--- src/rtl/ivector_host_bridge.sv ---
// Host bridge: packs inbound words into say ValuePairs and
// unpacks heard ValuePairs into outbound words.
module ivector_host_bridge #(
  parameter int WORDW = 32,
  parameter int CNTW  = 16
) (
  input  logic               CLK,
  input  logic               nRST,
  input  logic               win__ENA,
  input  logic [WORDW-1:0]   win_v,
  output logic               win__RDY,
  output logic               say__ENA,
  output logic [3*WORDW-1:0] say_v,
  input  logic               say__RDY,
  input  logic               heard__ENA,
  input  logic [3*WORDW-1:0] heard_v,
  output logic               heard__RDY,
  output logic               wout__ENA,
  output logic [WORDW-1:0]   wout_v,
  input  logic               wout__RDY,
  output logic [CNTW-1:0]    say_count,
  output logic [CNTW-1:0]    heard_count
);

  logic [1:0]         asm_idx_q, asm_idx_d;
  logic [WORDW-1:0]   a_q, a_d;
  logic [WORDW-1:0]   b_q, b_d;
  logic [3*WORDW-1:0] pend_q, pend_d;
  logic               pend_valid_q, pend_valid_d;
  logic [3*WORDW-1:0] out_buf_q, out_buf_d;
  logic [1:0]         out_idx_q, out_idx_d;
  logic               out_valid_q, out_valid_d;
  logic [CNTW-1:0]    say_cnt_q, say_cnt_d;
  logic [CNTW-1:0]    heard_cnt_q, heard_cnt_d;

  logic win_fire, heard_fire;

  assign win__RDY   = (asm_idx_q != 2'd2) | ~pend_valid_q;
  assign heard__RDY = ~out_valid_q;
  assign say__ENA   = pend_valid_q & say__RDY;
  assign say_v      = pend_q;
  assign wout__ENA  = out_valid_q & wout__RDY;
  assign say_count   = say_cnt_q;
  assign heard_count = heard_cnt_q;

  assign win_fire   = win__ENA & win__RDY;
  assign heard_fire = heard__ENA & heard__RDY;

  always_comb begin
    case (out_idx_q)
      2'd0:    wout_v = out_buf_q[WORDW-1:0];
      2'd1:    wout_v = out_buf_q[2*WORDW-1:WORDW];
      default: wout_v = out_buf_q[3*WORDW-1:2*WORDW];
    endcase
  end

  always_comb begin
    asm_idx_d    = asm_idx_q;
    a_d          = a_q;
    b_d          = b_q;
    pend_d       = pend_q;
    pend_valid_d = pend_valid_q;
    say_cnt_d    = say_cnt_q;
    if (say__ENA) begin
      pend_valid_d = 1'b0;
      say_cnt_d    = say_cnt_q + CNTW'(1);
    end
    if (win_fire) begin
      case (asm_idx_q)
        2'd0: a_d = win_v;
        2'd1: b_d = win_v;
        default: begin
          pend_d       = {win_v, b_q, a_q};
          pend_valid_d = 1'b1;
        end
      endcase
      asm_idx_d = (asm_idx_q == 2'd2) ? 2'd0 : asm_idx_q + 2'd1;
    end
  end

  always_comb begin
    out_buf_d   = out_buf_q;
    out_idx_d   = out_idx_q;
    out_valid_d = out_valid_q;
    heard_cnt_d = heard_cnt_q;
    if (heard_fire) begin
      out_buf_d   = heard_v;
      out_idx_d   = 2'd0;
      out_valid_d = 1'b1;
      heard_cnt_d = heard_cnt_q + CNTW'(1);
    end else if (wout__ENA) begin
      if (out_idx_q == 2'd2) out_valid_d = 1'b0;
      else                   out_idx_d   = out_idx_q + 2'd1;
    end
  end

  always_ff @(posedge CLK or negedge nRST) begin
    if (!nRST) begin
      asm_idx_q    <= '0;
      a_q          <= '0;
      b_q          <= '0;
      pend_q       <= '0;
      pend_valid_q <= 1'b0;
      out_buf_q    <= '0;
      out_idx_q    <= '0;
      out_valid_q  <= 1'b0;
      say_cnt_q    <= '0;
      heard_cnt_q  <= '0;
    end else begin
      asm_idx_q    <= asm_idx_d;
      a_q          <= a_d;
      b_q          <= b_d;
      pend_q       <= pend_d;
      pend_valid_q <= pend_valid_d;
      out_buf_q    <= out_buf_d;
      out_idx_q    <= out_idx_d;
      out_valid_q  <= out_valid_d;
      say_cnt_q    <= say_cnt_d;
      heard_cnt_q  <= heard_cnt_d;
    end
  end

endmodule

--- config.mk ---
export PLATFORM = sky130hd
export DESIGN_NAME = ivector_host_bridge
export DESIGN_NICKNAME = d
export VERILOG_FILES = /design/src/rtl/ivector_host_bridge.sv
export SDC_FILE = /design/constraint.sdc
export NUM_CORES = 1
export LEC_CHECK = 0
export ABC_CLOCK_PERIOD_IN_PS = 4400
export BUFFER_PORTS_ARGS = -buffer_cell sky130_fd_sc_hd__buf_2
export CORE_MARGIN = 2
export CORE_UTILIZATION = 57
export DETAILED_ROUTE_END_ITERATION = 10
export PLACE_DENSITY = 0.87
export SLEW_MARGIN = 20
export SYNTH_ARGS = -nofsm -noshare
export SYNTH_HDL_FRONTEND = slang
export SYNTH_SLANG_ARGS = --single-unit
--- constraint.sdc ---
create_clock -name CLK -period 4.4 [get_ports CLK]
set_input_delay 0.66 -clock CLK [delete_from_list [all_inputs] [get_ports CLK]]
set_output_delay 0.66 -clock CLK [all_outputs]
set_load 0.03 [all_outputs]
==> results_dict.tcl <==
set metrics [dict create \
    endpoint_kind "output port" \
    synth_compound_area_share_pct 2.20 \
    final_common_cell "buf_2" \
    met2WireLength_um 13300 \
    drt_pass1_iterations 4 \
    synth_area_per_cell_um2 14.7 \
    placed_area_um2 13500 \
    ys_seq_elements 294 \
    die_h_um 147 \
    io_pins 298 \
    yosys_warnings 0 \
    vias 7505 \
    synth.net_count 937 \
    vdd_drop_max_v 0.000626 \
    die_x_um 147 \
    fillerInstances 1342 \
    cts-buffers-inserted 29 \
    period_share_pct 75.2 \
    drtIter0Drc 303 \
    synth.area.mux_share_pct 24.9 \
    setup-violations-final 0 \
    via_per_inst 5.40 \
    dp_hpwl_um 18400 \
    synth_top_family_by_area "multiplexers" \
    post-route-drc-count 0 \
    cts_post_setup_buffers_inserted 0 \
    synth_xor_area_share_pct 2.32 \
    worst_hold_slack_ns 0.167 \
    cts_max_level 1 \
    fin_crit_ns 3.31 \
    crit_type "register to output port" \
    postLayoutSetupSlackWorst_ns 1.09 \
    synthSimpleGateAreaFrac_pct 5.10 \
    cts_root_buf "clkbuf_16" \
    drt-total-wl_um 26700 \
    power.density_nw_per_um2 852 \
    placementRows 52 \
    start_util_pct 58.0 \
    status "finished, final reports clean" \
    clock_path_buffers 3 \
    wl_per_cell_um 19.2 \
    path_cells "inv_1 > ha_1 > buf_4 > nor2_2 > buf_4 > nand2_1 > nand2_1 > buf_2" \
    gr-total-overflow 0 \
    grt_setup_unrepaired "no" \
    cts_tree "yes" \
    io_buffers 297 \
    worst_pin_slew_ns 0.919 \
    cts_resized 0 \
    grt_pass1_wl_um 42400 \
    cp_slowest_cell "ha_1" \
    netlist_area_um2 11700 \
    setup-tns-final_ns 0 \
    highest_layer "met4" \
    cp_max_fo 31 \
    coreArea_um2 20200 \
    drive_above_1_share_pct 54.8 \
    pre_cts_ws_ns 1.67 \
    cp-start-kind "register" \
    utilization_pct 71.1 \
    hold_viol_final 0 \
    ant_nets 0 \
    cap_violations 0 \
    finalNetCount 1238 \
    p_leak_nw 6.92 \
    drv_slew 0 \
    clkLatencyLatePin_ns 0.53 \
    dr_wl_met3_um 1910 \
    clock-sinks 294 \
    dieArea_um2 21700 \
    synthAdderAreaFrac_pct 0.535 \
    synth_cell_type_count 31 \
    hold_path_class "primary input to asynchronous set/reset pin" \
    design_area_um2 14300 \
    ys_seq_area_share_pct 62.9 \
    place.gp.congestion 0.834 \
    m1WireLength_um 10600 \
    syn2layout_area_growth_pct 22.7 \
    syn_inst 798 \
    grt_usage_pct 24.5 \
    first_global_vias 8104 \
    worst_ep_required_time_ns 3.74 \
    critPathArrivalTime_ns 2.65 \
    r2r_setup_slack_ns 2.25 \
    antenna_found_initial 3 \
    slowest_delay_ns 0.62 \
    cts_hold_buf 0 \
    grt_max_degree 113 \
    clkTransAtPathRegs_ns 0.06 \
    finalClockSkew_ns 0.0172 \
    fmax_mhz 302 \
    final_cell_mix "buf_2, dfrtp_1, mux2_2" \
    slew_headroom_pct 38.5 \
]
worst paths after layout:
kind                                 start         endpoint  cells past startpoint
hold / removal                        nRST   heard_count[8]                      1
hold reg to reg            heard_count[15]  heard_count[15]                      1
min in group CLK               heard_v[81]    out_buf_q[81]                      2
setup / recovery              out_idx_q[1]       wout_v[10]                      8
setup reg to reg              asm_idx_q[1]          b_q[25]                      3
max in group asynchronous             nRST           b_q[6]                      2
metrics by stage:
step           instances  total power, W
2_1_floorplan        798         0.00835
3_3_place_gp        1338         0.00970
3_5_place_dp        1338         0.00993
4_1_cts             1387          0.0123
5_1_grt             1390          0.0129
6_report            1390          0.0122
worst max-delay path, delay by kind of cell (launching register included):
kind / cells / cell delay, ns
fa+ha+maj: 1 / 0.62
buf+inv: 4 / 0.87
flops: 1 / 0.40
simple gates: 3 / 0.23
sequential cells by signal, summed over array words and instances (netlist names):
register / count
out_buf_q: 96
say_count: 16
heard_count: 16
out_idx_q: 2
asm_idx_q: 2
b_q: 32
pend_valid_q: 1
out_valid_q: 1
say_v: 96
a_q: 32
final cells by class:
type                    count  area, um2  share of cell area [%]
diodes                      3       7.51                  0.0523
inverters                   8       30.0                   0.209
well taps                 270        338                    2.35
repair buffers            309       1610                    11.2
flip-flops and latches    294       7360                    51.3
clock buffers              47        863                    6.02
clock inverters             2       10.0                  0.0698
multi-input cells         457       4130                    28.8
cell families (layout without fill, tap and decap cells):
group | after synthesis | in the layout
AO/OA/AOI/OAI | 35 | 35
XOR/XNOR | 31 | 31
adder cells (fa/ha/maj) | 5 | 5
buffers and inverters | 47 | 366
flip-flops | 294 | 294
multiplexers | 259 | 259
other | 0 | 3
AND/OR/NAND/NOR | 127 | 127
per-layer routing:
| layer | GRT usage, % | vias to the layer above |
|---|---|---|
| met5 | 0 | - |
| met4 | 9.28 | 0 |
| met3 | 5.43 | 60 |
| met2 | 41.3 | 273 |
| met1 | 31.2 | 3771 |
| li1 | - | 3401 |
power by group:
part	switching, W	total (W)	internal (W)
clock	0.000967	0.00229	0.00132
sequential	0.000727	0.00472	0.00399
combinational	0.00315	0.00521	0.00206
synth_stat cells, drive strengths merged:
library cell | number | area [um2]
nor4 | 2 | 25.0
nand3b | 2 | 15.0
nor2b | 2 | 12.5
mux2 | 258 | 2910
or2 | 1 | 6.26
a22oi | 32 | 240
xor2 | 10 | 87.6
ha | 5 | 62.6
clkbuf | 11 | 41.3
and4 | 3 | 26.3
nor2 | 9 | 33.8
inv | 8 | 30.0
nand3 | 15 | 85.1
a21oi | 1 | 5.00
nand4 | 6 | 37.5
o21ai | 1 | 5.00
mux2i | 1 | 10.0
dfrtp | 294 | 7360
nor3b | 1 | 7.51
nand2b | 1 | 6.26
nor3 | 4 | 25.0
nand2 | 76 | 285
and3 | 3 | 18.8
xnor2 | 21 | 184
a21o | 1 | 7.51
and2 | 2 | 12.5
buf | 28 | 161
Power figures use the tool's default switching activity.
